**src/rtl/jpeg_quant_zigzag_pkg.sv**
```systemverilog
// Shared constants for the quantize/zig-zag block: zig-zag ROM, JPEG Q tables,
// their 16-bit reciprocals and the table-select encodings.
package jpeg_pkg;

   localparam int COEF_W = 10;
   localparam int ROW_W  = 80;

   typedef logic [COEF_W-1:0] coef_t;
   typedef logic [5:0]        idx_t;

   localparam logic [1:0] TBL_LUMA       = 2'd0;
   localparam logic [1:0] TBL_CHROMA     = 2'd1;
   localparam logic [1:0] TBL_BYPASS     = 2'd2;
   localparam logic [1:0] TBL_BYPASS_ALT = 2'd3;

   // Zig-zag position k -> raster address (row*8 + col).
   localparam logic [0:63][5:0] ZZ = {
      6'd0,  6'd1,  6'd8,  6'd16, 6'd9,  6'd2,  6'd3,  6'd10,
      6'd17, 6'd24, 6'd32, 6'd25, 6'd18, 6'd11, 6'd4,  6'd5,
      6'd12, 6'd19, 6'd26, 6'd33, 6'd40, 6'd48, 6'd41, 6'd34,
      6'd27, 6'd20, 6'd13, 6'd6,  6'd7,  6'd14, 6'd21, 6'd28,
      6'd35, 6'd42, 6'd49, 6'd56, 6'd57, 6'd50, 6'd43, 6'd36,
      6'd29, 6'd22, 6'd15, 6'd23, 6'd30, 6'd37, 6'd44, 6'd51,
      6'd58, 6'd59, 6'd52, 6'd45, 6'd38, 6'd31, 6'd39, 6'd46,
      6'd53, 6'd60, 6'd61, 6'd54, 6'd47, 6'd55, 6'd62, 6'd63
   };

   localparam logic [0:63][7:0] Q_LUMA = {
      8'd16, 8'd11, 8'd10, 8'd16, 8'd24,  8'd40,  8'd51,  8'd61,
      8'd12, 8'd12, 8'd14, 8'd19, 8'd26,  8'd58,  8'd60,  8'd55,
      8'd14, 8'd13, 8'd16, 8'd24, 8'd40,  8'd57,  8'd69,  8'd56,
      8'd14, 8'd17, 8'd22, 8'd29, 8'd51,  8'd87,  8'd80,  8'd62,
      8'd18, 8'd22, 8'd37, 8'd56, 8'd68,  8'd109, 8'd103, 8'd77,
      8'd24, 8'd35, 8'd55, 8'd64, 8'd81,  8'd104, 8'd113, 8'd92,
      8'd49, 8'd64, 8'd78, 8'd87, 8'd103, 8'd121, 8'd120, 8'd101,
      8'd72, 8'd92, 8'd95, 8'd98, 8'd112, 8'd100, 8'd103, 8'd99
   };

   localparam logic [0:63][7:0] Q_CHROMA = {
      8'd17, 8'd18, 8'd24, 8'd47, 8'd99, 8'd99, 8'd99, 8'd99,
      8'd18, 8'd21, 8'd26, 8'd66, 8'd99, 8'd99, 8'd99, 8'd99,
      8'd24, 8'd26, 8'd56, 8'd99, 8'd99, 8'd99, 8'd99, 8'd99,
      8'd47, 8'd66, 8'd99, 8'd99, 8'd99, 8'd99, 8'd99, 8'd99,
      8'd99, 8'd99, 8'd99, 8'd99, 8'd99, 8'd99, 8'd99, 8'd99,
      8'd99, 8'd99, 8'd99, 8'd99, 8'd99, 8'd99, 8'd99, 8'd99,
      8'd99, 8'd99, 8'd99, 8'd99, 8'd99, 8'd99, 8'd99, 8'd99,
      8'd99, 8'd99, 8'd99, 8'd99, 8'd99, 8'd99, 8'd99, 8'd99
   };

   // Elaboration-time round(65536/Q); never evaluated in hardware.
   function automatic logic [0:63][15:0] build_recip(input logic [0:63][7:0] q);
      logic [0:63][15:0] r;
      logic [31:0]       qq;
      r = '0;
      for (int i = 0; i < 64; i++) begin
         qq   = {24'd0, q[i]};
         r[i] = 16'((32'd65536 + (qq >> 1)) / qq);
      end
      return r;
   endfunction

   localparam logic [0:63][15:0] RECIP_LUMA   = build_recip(Q_LUMA);
   localparam logic [0:63][15:0] RECIP_CHROMA = build_recip(Q_CHROMA);

   function automatic logic [15:0] recip_lookup(input logic [1:0] tbl, input idx_t raster);
      logic [15:0] r;
      case (tbl)
         TBL_LUMA:   r = RECIP_LUMA[raster];
         TBL_CHROMA: r = RECIP_CHROMA[raster];
         default:    r = 16'd0;
      endcase
      return r;
   endfunction

   function automatic logic tbl_is_bypass(input logic [1:0] tbl);
      return (tbl == TBL_BYPASS) || (tbl == TBL_BYPASS_ALT);
   endfunction

endpackage

```
**src/rtl/jpeg_quant_zigzag_if.sv**
```systemverilog
// Row-input and coefficient-output handshakes of the quantize/zig-zag block.
interface jpeg_quant_zigzag_if;
   import jpeg_pkg::*;

   logic              row_valid;
   logic              row_ready;
   logic [ROW_W-1:0]  row_data;
   logic [1:0]        tbl_sel;
   logic              out_valid;
   logic              out_ready;
   coef_t             out_data;
   idx_t              out_index;
   logic              out_last;

   modport master (
      output row_valid, row_data, tbl_sel, out_ready,
      input  row_ready, out_valid, out_data, out_index, out_last
   );

   modport slave (
      input  row_valid, row_data, tbl_sel, out_ready,
      output row_ready, out_valid, out_data, out_index, out_last
   );
endinterface

```
**src/rtl/jpeg_quant_mult.sv**
```systemverilog
// Combinational sign-magnitude quantizer: round(|coef| * recip / 65536) with
// the sign restored, or the coefficient passed through in bypass.
module jpeg_quant_mult
   import jpeg_pkg::*;
(
   input  coef_t       coef,
   input  logic [15:0] recip,
   input  logic        bypass,
   output coef_t       quant
);

   logic        neg_s;
   logic [10:0] mag_s;
   logic [25:0] prod_s;
   coef_t       q_s;

   // |coef| needs 11 bits so that -512 keeps its magnitude.
   always_comb begin
      neg_s = coef[9];
      if (neg_s) begin
         mag_s = 11'd0 - {coef[9], coef};
      end else begin
         mag_s = {1'b0, coef};
      end
      prod_s = ({15'd0, mag_s} * {10'd0, recip}) + 26'd32768;
      q_s    = 10'(prod_s >> 16);
      if (bypass) begin
         quant = coef;
      end else if (neg_s) begin
         quant = 10'd0 - q_s;
      end else begin
         quant = q_s;
      end
   end

endmodule

```
**src/rtl/jpeg_quant_zigzag.sv**
```systemverilog
// Ping-pong 8x8 block buffer: rows in raster order, quantized coefficients
// out in zig-zag order through a single output register.
module jpeg_quant_zigzag
   import jpeg_pkg::*;
(
   input  logic               clk,
   input  logic               reset,
   jpeg_quant_zigzag_if.slave bus
);

   coef_t       mem_q [2][64];
   coef_t       mem_d [2][64];
   logic [1:0]  tbl_q [2];
   logic [1:0]  tbl_d [2];
   logic [1:0]  full_q, full_d;
   logic        wr_bank_q, wr_bank_d;
   logic        rd_bank_q, rd_bank_d;
   logic [2:0]  row_cnt_q, row_cnt_d;
   idx_t        rd_cnt_q, rd_cnt_d;
   logic        out_valid_q, out_valid_d;
   coef_t       out_data_q, out_data_d;
   idx_t        out_index_q, out_index_d;
   logic        out_last_q, out_last_d;

   logic        row_acc_s;
   logic        load_s;
   logic        beat_last_s;
   idx_t        raster_s;
   coef_t       coef_s;
   coef_t       quant_s;
   logic [15:0] recip_s;
   logic [1:0]  rd_tbl_s;
   logic        bypass_s;

   assign row_acc_s   = bus.row_valid & ~full_q[wr_bank_q];
   assign load_s      = full_q[rd_bank_q] & (~out_valid_q | bus.out_ready);
   assign beat_last_s = (rd_cnt_q == 6'd63);
   assign raster_s    = ZZ[rd_cnt_q];
   assign coef_s      = mem_q[rd_bank_q][raster_s];
   assign rd_tbl_s    = tbl_q[rd_bank_q];
   assign recip_s     = recip_lookup(rd_tbl_s, raster_s);
   assign bypass_s    = tbl_is_bypass(rd_tbl_s);

   assign bus.row_ready = ~full_q[wr_bank_q];
   assign bus.out_valid = out_valid_q;
   assign bus.out_data  = out_data_q;
   assign bus.out_index = out_index_q;
   assign bus.out_last  = out_last_q;

   jpeg_quant_mult u_mult (
      .coef   (coef_s),
      .recip  (recip_s),
      .bypass (bypass_s),
      .quant  (quant_s)
   );

   // Write side: store an accepted row and advance the row counter / bank.
   always_comb begin
      mem_d     = mem_q;
      tbl_d     = tbl_q;
      row_cnt_d = row_cnt_q;
      wr_bank_d = wr_bank_q;
      if (row_acc_s) begin
         for (int c = 0; c < 8; c++) begin
            mem_d[wr_bank_q][{row_cnt_q, 3'(c)}] = bus.row_data[10*c +: 10];
         end
         if (row_cnt_q == 3'd0) begin
            tbl_d[wr_bank_q] = bus.tbl_sel;
         end else begin
            tbl_d[wr_bank_q] = tbl_q[wr_bank_q];
         end
         row_cnt_d = row_cnt_q + 3'd1;
         if (row_cnt_q == 3'd7) begin
            wr_bank_d = ~wr_bank_q;
         end else begin
            wr_bank_d = wr_bank_q;
         end
      end else begin
         row_cnt_d = row_cnt_q;
      end
   end

   // Full flags: the filling bank and the draining bank are always different.
   always_comb begin
      full_d = full_q;
      if (load_s && beat_last_s) begin
         full_d[rd_bank_q] = 1'b0;
      end else begin
         full_d[rd_bank_q] = full_q[rd_bank_q];
      end
      if (row_acc_s && (row_cnt_q == 3'd7)) begin
         full_d[wr_bank_q] = 1'b1;
      end else begin
         full_d[wr_bank_q] = full_d[wr_bank_q];
      end
   end

   // Read side: load the next zig-zag beat whenever the register is free.
   always_comb begin
      out_valid_d = out_valid_q;
      out_data_d  = out_data_q;
      out_index_d = out_index_q;
      out_last_d  = out_last_q;
      rd_cnt_d    = rd_cnt_q;
      rd_bank_d   = rd_bank_q;
      if (load_s) begin
         out_valid_d = 1'b1;
         out_data_d  = quant_s;
         out_index_d = rd_cnt_q;
         out_last_d  = beat_last_s;
         rd_cnt_d    = rd_cnt_q + 6'd1;
         if (beat_last_s) begin
            rd_bank_d = ~rd_bank_q;
         end else begin
            rd_bank_d = rd_bank_q;
         end
      end else if (bus.out_ready) begin
         out_valid_d = 1'b0;
      end else begin
         out_valid_d = out_valid_q;
      end
   end

   // Control state and output register, synchronously cleared.
   always_ff @(posedge clk) begin
      if (!reset) begin
         full_q      <= 2'b00;
         wr_bank_q   <= 1'b0;
         rd_bank_q   <= 1'b0;
         row_cnt_q   <= 3'd0;
         rd_cnt_q    <= 6'd0;
         out_valid_q <= 1'b0;
         out_data_q  <= 10'd0;
         out_index_q <= 6'd0;
         out_last_q  <= 1'b0;
      end else begin
         full_q      <= full_d;
         wr_bank_q   <= wr_bank_d;
         rd_bank_q   <= rd_bank_d;
         row_cnt_q   <= row_cnt_d;
         rd_cnt_q    <= rd_cnt_d;
         out_valid_q <= out_valid_d;
         out_data_q  <= out_data_d;
         out_index_q <= out_index_d;
         out_last_q  <= out_last_d;
      end
   end

   // Block storage and per-bank table select are data only, never cleared.
   always_ff @(posedge clk) begin
      mem_q <= mem_d;
      tbl_q <= tbl_d;
   end

endmodule

```
**src/flat_wrapper.sv**
```systemverilog
// flat-port wrapper written by rule: the top's interface ports become plain ports
module jpeg_quant_zigzag_flat import jpeg_pkg::*;
  (clk, reset, bus_row_valid, bus_row_data, bus_tbl_sel, bus_out_ready, bus_row_ready, bus_out_valid, bus_out_data, bus_out_index, bus_out_last);
  jpeg_quant_zigzag_if bus_i ();
  input  logic clk;
  input  logic reset;
  input wire logic [$bits(bus_i.row_valid)-1:0] bus_row_valid;
  input wire logic [$bits(bus_i.row_data)-1:0] bus_row_data;
  input wire logic [$bits(bus_i.tbl_sel)-1:0] bus_tbl_sel;
  input wire logic [$bits(bus_i.out_ready)-1:0] bus_out_ready;
  output wire logic [$bits(bus_i.row_ready)-1:0] bus_row_ready;
  output wire logic [$bits(bus_i.out_valid)-1:0] bus_out_valid;
  output wire logic [$bits(bus_i.out_data)-1:0] bus_out_data;
  output wire logic [$bits(bus_i.out_index)-1:0] bus_out_index;
  output wire logic [$bits(bus_i.out_last)-1:0] bus_out_last;
  assign bus_i.row_valid = bus_row_valid;
  assign bus_i.row_data = bus_row_data;
  assign bus_i.tbl_sel = bus_tbl_sel;
  assign bus_i.out_ready = bus_out_ready;
  assign bus_row_ready = bus_i.row_ready;
  assign bus_out_valid = bus_i.out_valid;
  assign bus_out_data = bus_i.out_data;
  assign bus_out_index = bus_i.out_index;
  assign bus_out_last = bus_i.out_last;
  jpeg_quant_zigzag u_core (.clk(clk), .reset(reset), .bus(bus_i));
endmodule
```
**config.mk**
```make
export PLATFORM = sky130hd
export DESIGN_NAME = jpeg_quant_zigzag_flat
export DESIGN_NICKNAME = d
export VERILOG_FILES = /design/src/rtl/jpeg_quant_zigzag_pkg.sv /design/src/rtl/jpeg_quant_zigzag_if.sv /design/src/rtl/jpeg_quant_mult.sv /design/src/rtl/jpeg_quant_zigzag.sv /design/src/flat_wrapper.sv
export SDC_FILE = /design/constraint.sdc
export NUM_CORES = 2
export LEC_CHECK = 0
export ABC_AREA = 1
export BUFFER_PORTS_ARGS = -buffer_cell sky130_fd_sc_hd__buf_4
export CAP_MARGIN = 20
export CORE_ASPECT_RATIO = 1.2
export CORE_MARGIN = 3
export CORE_UTILIZATION = 30
export DETAILED_ROUTE_END_ITERATION = 8
export SLEW_MARGIN = 20
export SYNTH_ARGS = -nofsm -noshare
export SYNTH_HDL_FRONTEND = slang
export SYNTH_SLANG_ARGS = --single-unit
```
**constraint.sdc**
```tcl
create_clock -name clk -period 12.3 [get_ports clk]
set_input_delay 0 -clock clk [delete_from_list [all_inputs] [get_ports clk]]
set_output_delay 0 -clock clk [all_outputs]
set_load 0.1 [all_outputs]
```
# Yosys cells after proc, flatten, opt, wreduce, memory -nomap -nowiden
# Memory sizes are Yosys's and may differ from the RTL's.
# Index checks and enable logic that the tools add are counted.
# totals
regBits	1315
mem_bits_ro	2432
input_bits	86
out_inout_bits	19
wordCells	302
memories	3
# op_classes
addsub	5
mul	1
n_lt_le_gt_ge	25
eq_ne	5
mux	83
bitwise_logic	22
n_reduce_logical	19
# mem_list
name	depth	width	read_ports	rd_ports_with_merged_regs	write_ports	line_no	text
(no name shown)	64	16	1	0	0	jpeg_quant_zigzag_pkg.sv:68	TBL_LUMA: r = RECIP_LUMA[raster];
(no name shown)	64	16	1	0	0	jpeg_quant_zigzag_pkg.sv:69	TBL_CHROMA: r = RECIP_CHROMA[raster];
(no name shown)	64	6	1	0	0	jpeg_quant_zigzag.sv:38	assign raster_s = ZZ[rd_cnt_q];
# ops
op	count
1280-bit bitwise mux	8
640-bit 2-to-1 mux	11
640-bit demux with 1-bit select	8
10-bit demux with 6-bit select	8
10-bit 2-to-1 mux	12
7-bit >= comparator (second input constant)	10
6-bit inverter with 7-bit output	10
16-bit 2-to-1 mux	4
10-bit binary-select mux with 6-bit select	1
7-bit by 1-bit less-than comparator with 1-bit output (second input constant)	8
16-bit one-hot mux with 2 select lines	1
26-bit by 16-bit adder with 26-bit output (second input constant)	1
11-bit by 16-bit multiplier with 26-bit output	1
2-bit 2-to-1 mux	9
1-bit logical AND	13
6-bit 2-to-1 mux	2
11-bit 2-to-1 mux	1
1-bit by 10-bit subtractor with 11-bit output (first input constant)	1
1-bit 2-to-1 mux	10
1-bit by 10-bit subtractor with 10-bit output (first input constant)	1
4-bit bitwise mux	2
6-bit by 1-bit adder with 6-bit output (second input constant)	1
6-bit equality test (second input constant)	1
2-bit bitwise mux	2
23 further kinds	34

# Longest topological paths before layout
# logic_depth
depth_word	15
ltp_mapped	59
mapped_depth_nobuf	56

# Hierarchy
# Synthesis repeated with hierarchy kept, for this count alone.
# unflattened
hier_cells	6268
hier_area_um2	64091.5
# modules_own_cells
mod	n_inst	cells_each	area_each_um2	seq_area_each_um2
jpeg_quant_zigzag	1	5321	57586.5	39177.6
jpeg_quant_mult	1	947	6505.0	0.0

# Worst setup path before layout
# No wires, ideal clock.
# synth_path
path_type	flip-flop to flip-flop
startpoint	register u_core.rd_cnt_q[1]
endpoint	register u_core.out_data_q[7] (netlist: u_core.bus.out_data[7])
setup_ps	132
t_arrival_ps	8146
t_required_ps	12168
slack_ps	4022
stages_incl_launch_ff	53
path_buffers	4
synth_period_minus_slack_ps	8278
cell_sequence	dfxtp_1 -> inv_1 -> ha_1 -> inv_1 -> nand2_1 -> nand3_1 -> nand3_1 -> nand3_2 -> buf_2 -> clkbuf_1 -> nand4_1 -> nand3_1 -> nand2_1 -> nand2_1 -> nand2_1 -> nor2_1 -> nand2_1 -> nand3_1 -> [... 17 more ...] -> inv_1 -> ha_1 -> a21oi_1 -> o21ai_0 -> a21oi_1 -> nand2_1 -> nand2_1 -> nand2_1 -> xnor2_1 -> nand2_1 -> nor2_1 -> nand2_1 -> nand2_1 -> nand2_1 -> nand2_1 -> nand3_1 -> nand2_1 -> a21oi_1
# synth_via
elab_chain_cells	15
elab_cells_between_ends	22
cone_classes	add/sub (3); mul (1); mux (13); bitwise (2); memory (3)
# synth_lines
item	line_no	text
from (decl)	jpeg_quant_zigzag.sv:19	idx_t rd_cnt_q, rd_cnt_d;
from (signal assigned)	jpeg_quant_zigzag.sv:141	rd_cnt_q <= rd_cnt_d;
6-bit inverter with 7-bit output (implied by the code) (*)	jpeg_quant_zigzag.sv:38	
memory 64 x 6 bit (*)	--	
6-bit 2-to-1 mux (implied by the code) (*) (2 in a row)	jpeg_quant_zigzag.sv:38	
6-bit inverter with 7-bit output (implied by the code) (*)	jpeg_quant_zigzag_pkg.sv:68, jpeg_quant_zigzag_pkg.sv:69, jpeg_quant_zigzag.sv:39	
10-bit binary-select mux with 6-bit select	jpeg_quant_zigzag.sv:39	assign coef_s = mem_q[rd_bank_q][raster_s];
10-bit 2-to-1 mux (implied by the code) (2 in a row)	jpeg_quant_zigzag.sv:39	
1-bit by 10-bit subtractor with 11-bit output	jpeg_quant_mult.sv:21	mag_s = 11'd0 - {coef[9], coef};
11-bit 2-to-1 mux	jpeg_quant_mult.sv:20	if (neg_s) begin
11-bit by 16-bit multiplier with 26-bit output	jpeg_quant_mult.sv:25	prod_s = ({15'd0, mag_s} * {10'd0, recip}) + 26'd32768;
26-bit by 16-bit adder with 26-bit output	jpeg_quant_mult.sv:25	
1-bit by 10-bit subtractor with 10-bit output	jpeg_quant_mult.sv:30	quant = 10'd0 - q_s;
10-bit 2-to-1 mux	jpeg_quant_mult.sv:29	end else if (neg_s) begin
10-bit 2-to-1 mux (*)	jpeg_quant_mult.sv:27	if (bypass) begin
to (signal assigned)	jpeg_quant_zigzag.sv:143	out_data_q <= out_data_d;
to (decl)	jpeg_quant_zigzag.sv:21	coef_t out_data_q, out_data_d;
# Every way passes the cells marked *; elsewhere a longest branch is shown, timed or not. The select of a mux whose other input is x is not followed.
# A chain may end at the register's enable or synchronous reset.

# Worst setup path in the final report
# Ends and elaborated chain as after synthesis.

==> reports/results.ini <==
[cts]
clock-sinks=1315
cts_tree=built
ctsResizeCount=0
htreeDepth=4
clockRootBuffer=clkbuf_16
tritoncts.num_buffers=140
clk_path_buf_depth=3
path_clk_slew_ns=0.06
clkLatencyLatePin_ns=0.79

[routing]
routedWlPerCell_um=22.3
drt-pass1-iter-count=6
first_iter_violations=4791
postRouteAntennaNets=0
vias_per_cell=5.06
num_vias=43800
remaining_drc_errors=0
routed_wl_um=193000

[worst_setup_path]
ff2ff_setup_slack_ns=1.41
r2r_cells=42
path_class=flop to flop
start_kind=flop
crit_slowest_cell=buf_4
r2r_start=u_core.rd_cnt_q[1]$_SDFFE_PN0P_
cpPeakStageDelay_ns=0.78
cp_num_buf_inv=8
cp-end-kind=flop
cp.arrival_ns=11.49
crit_fanout=68
crit_required_ns=12.90
worstReg2RegEnd=u_core.bus.out_data[7]$_SDFFE_PN0P_
crit_path_frequent_cell=nand2_1
path_delay_family=adder cells

[min_path]
hold_path_end=u_core.mem_q[291]$_DFFE_PP_
whs_path_depth=2
worstHoldStart=bus_row_data[21]
hp-class=input port to flop

[timing]
maxSlewViolCount=0
max_freq_mhz=91.9
fin_crit_ns=10.89
fin_skew_ns=0.0515
finalHoldViolCount=0
rsz0062_at_grt=no
setup_tns_ns=0
worst_slew_pin_slew_ns=1.13
maxSlewHeadroom_pct=24.3
finalSetupViolCount=0
period_share_pct=88.5
fin_ws_ns=1.41
fin_hold_ws_ns=0.0658

[logic_synthesis]
synth-edff-count=1284
post_synth_inst_count=5756
yosysWarnings=0
ys_ff_latch=1315
yosysSeqAreaShare_pct=63.5
synthFlopType=edfxtp_1
syn_area_sq_mm=0.0617
synth.avg_cell_area_sq_um=10.7
synth-async-reset-ratio_pct=0
synth.distinct_cells=55

[pwr]
internal-power_mw=7.67
clkPwrFrac_pct=39.5
power_mw=10.3
leakage_nw=26.1
seqPwrFrac_pct=48.3
powerDensity_mw_per_mm2=147
comb_power_share_pct=12.2
ir_drop_uv=129
p_switching_mw=2.67
swShare_pct=25.8

[layout]
layout.area.seq_sq_mm=0.0392
syn_to_final_growth_pct=14.4
fillers=20000
layout.cells.non_filler=8643
final_util_pct=34.6
drive_gt1_share_pct=7.62
multiInputGateArea_sq_mm=0.0202
final_nets=6162
final_cell_area_sq_mm=0.0705

[job]
cap_viol_max_count=0

[global_route]
grt_pass1_wl_um=282000
grt_remaining_overflow=0
grt_max_degree=162
grt_use_total_pct=17.9
grt_pass1_vias=42300
grt_antenna_before_repair=17

[place]
dp_slack_ns=1.50
port_buffers=104
placed_area_sq_mm=0.0652
gp_congestion=0.865
dp_hpwl_um=116000
post-place-cells=8299

[floorplanning]
dieWidth_um=420
dieArea_sq_mm=0.211
rows=181
start_util_pct=30.3
core_sq_mm=0.204
dieHeight_um=503
io_pins=105

[run_status]
status=finished clean

timing repair:
action	4_1_cts	5_1_grt
endpoints found under the hold margin	1315	0
hold buffers	86	0
setup buffers	0	0
power groups by stage:
stage	Clock [mW]	Sequential (mW)	Combinational, mW
CTS	4.14	5.00	1.26
global route	4.32	5.00	1.43
finish	4.08	5.00	1.26
global placement	0	5.09	1.22
floorplan	0	5.10	0.836
detailed placement	0	5.09	1.23
cell families after synthesis:
kind of cell	Yosys count	synth area share, %
other	2	0.0122
multiplexers	194	3.15
buffers and inverters	578	4.14
adder cells (fa/ha/maj)	202	5.29
XOR/XNOR	10	0.142
flip-flops	1315	63.5
AO/OA/AOI/OAI	437	3.85
AND/OR/NAND/NOR	3018	19.9
final cells by class:
class | count | area share (%)
Clock buffer | 172 | 5.17
Inverter | 259 | 1.40
Sequential cell | 1315 | 55.6
Clock inverter | 77 | 1.09
Tap cell | 2653 | 4.71
Timing Repair Buffer | 283 | 3.48
Multi-Input combinational cell | 3875 | 28.6
Antenna cell | 9 | 0.0319
per-layer routing:
| layer | track usage, % | routed length [um] | up-vias | part of all wire (%) |
|---|---|---|---|---|
| met3 | 3.12 | 15700 | 393 | 8.1 |
| met4 | 6.17 | 6480 | 2 | 3.4 |
| met1 | 23.5 | 78400 | 21500 | 41 |
| li1 | - | - | 19900 | - |
| met2 | 29.6 | 92300 | 1971 | 48 |
| met5 | 0 | 13 | - | 0.0067 |
Yosys cell counts, drive strengths merged (11+ instances only):
library cell,n,area (sq um)
nand2,1946,7370
edfxtp,1284,38600
nand3,559,2820
nor2,458,1730
inv,257,970
o21ai,206,1030
buf,200,1130
mux2i,194,1940
a21oi,164,825
clkbuf,119,448
ha,104,1300
fa,98,1960
dfxtp,31,621
nand4,26,163
nor3,16,91.3
a31oi,13,81.3
o211ai,13,97.6
o221ai,11,96.3
how the worst max path moves through the flow:
stage,startpoint,to,slack [ns],cells after the start
detailed placement,u_core.rd_cnt_q[1]$_SDFFE_PN0P_,u_core.bus.out_data[7]$_SDFFE_PN0P_,1.50,42
global placement,u_core.rd_cnt_q[1]$_SDFFE_PN0P_,u_core.bus.out_data[7]$_SDFFE_PN0P_,1.59,42
finish,u_core.rd_cnt_q[1]$_SDFFE_PN0P_,u_core.bus.out_data[7]$_SDFFE_PN0P_,1.41,42
global route,u_core.rd_cnt_q[1]$_SDFFE_PN0P_,u_core.bus.out_data[7]$_SDFFE_PN0P_,0.52,46
floorplan,u_core.rd_cnt_q[1]$_SDFFE_PN0P_,u_core.bus.out_data[7]$_SDFFE_PN0P_,4.02,52
CTS,u_core.rd_cnt_q[1]$_SDFFE_PN0P_,u_core.bus.out_data[7]$_SDFFE_PN0P_,1.52,42
sequential cells by signal, summed over array words and instances (netlist names), 2 cells and up:
name and cells:
u_core.mem_q 1280, u_core.rd_cnt_q 6, u_core.bus.out_index 6, u_core.bus.out_data 10, u_core.tbl_q 4, u_core.full_q 2, u_core.row_cnt_q 3
cells in the final DEF (no fill, tap or decap), drive strengths merged, types with 67 or more instances in the layout:
cell type and count:
fa 98, nor2 458, nand2 1946, dlygate4sd3 86
buf 197, clkbuf 172, ha 104, inv 262
edfxtp 1284, mux2i 194, a21oi 164, nand3 559
o21ai 206, clkinv 67
Note: power is estimated with default switching activity, not from simulation.
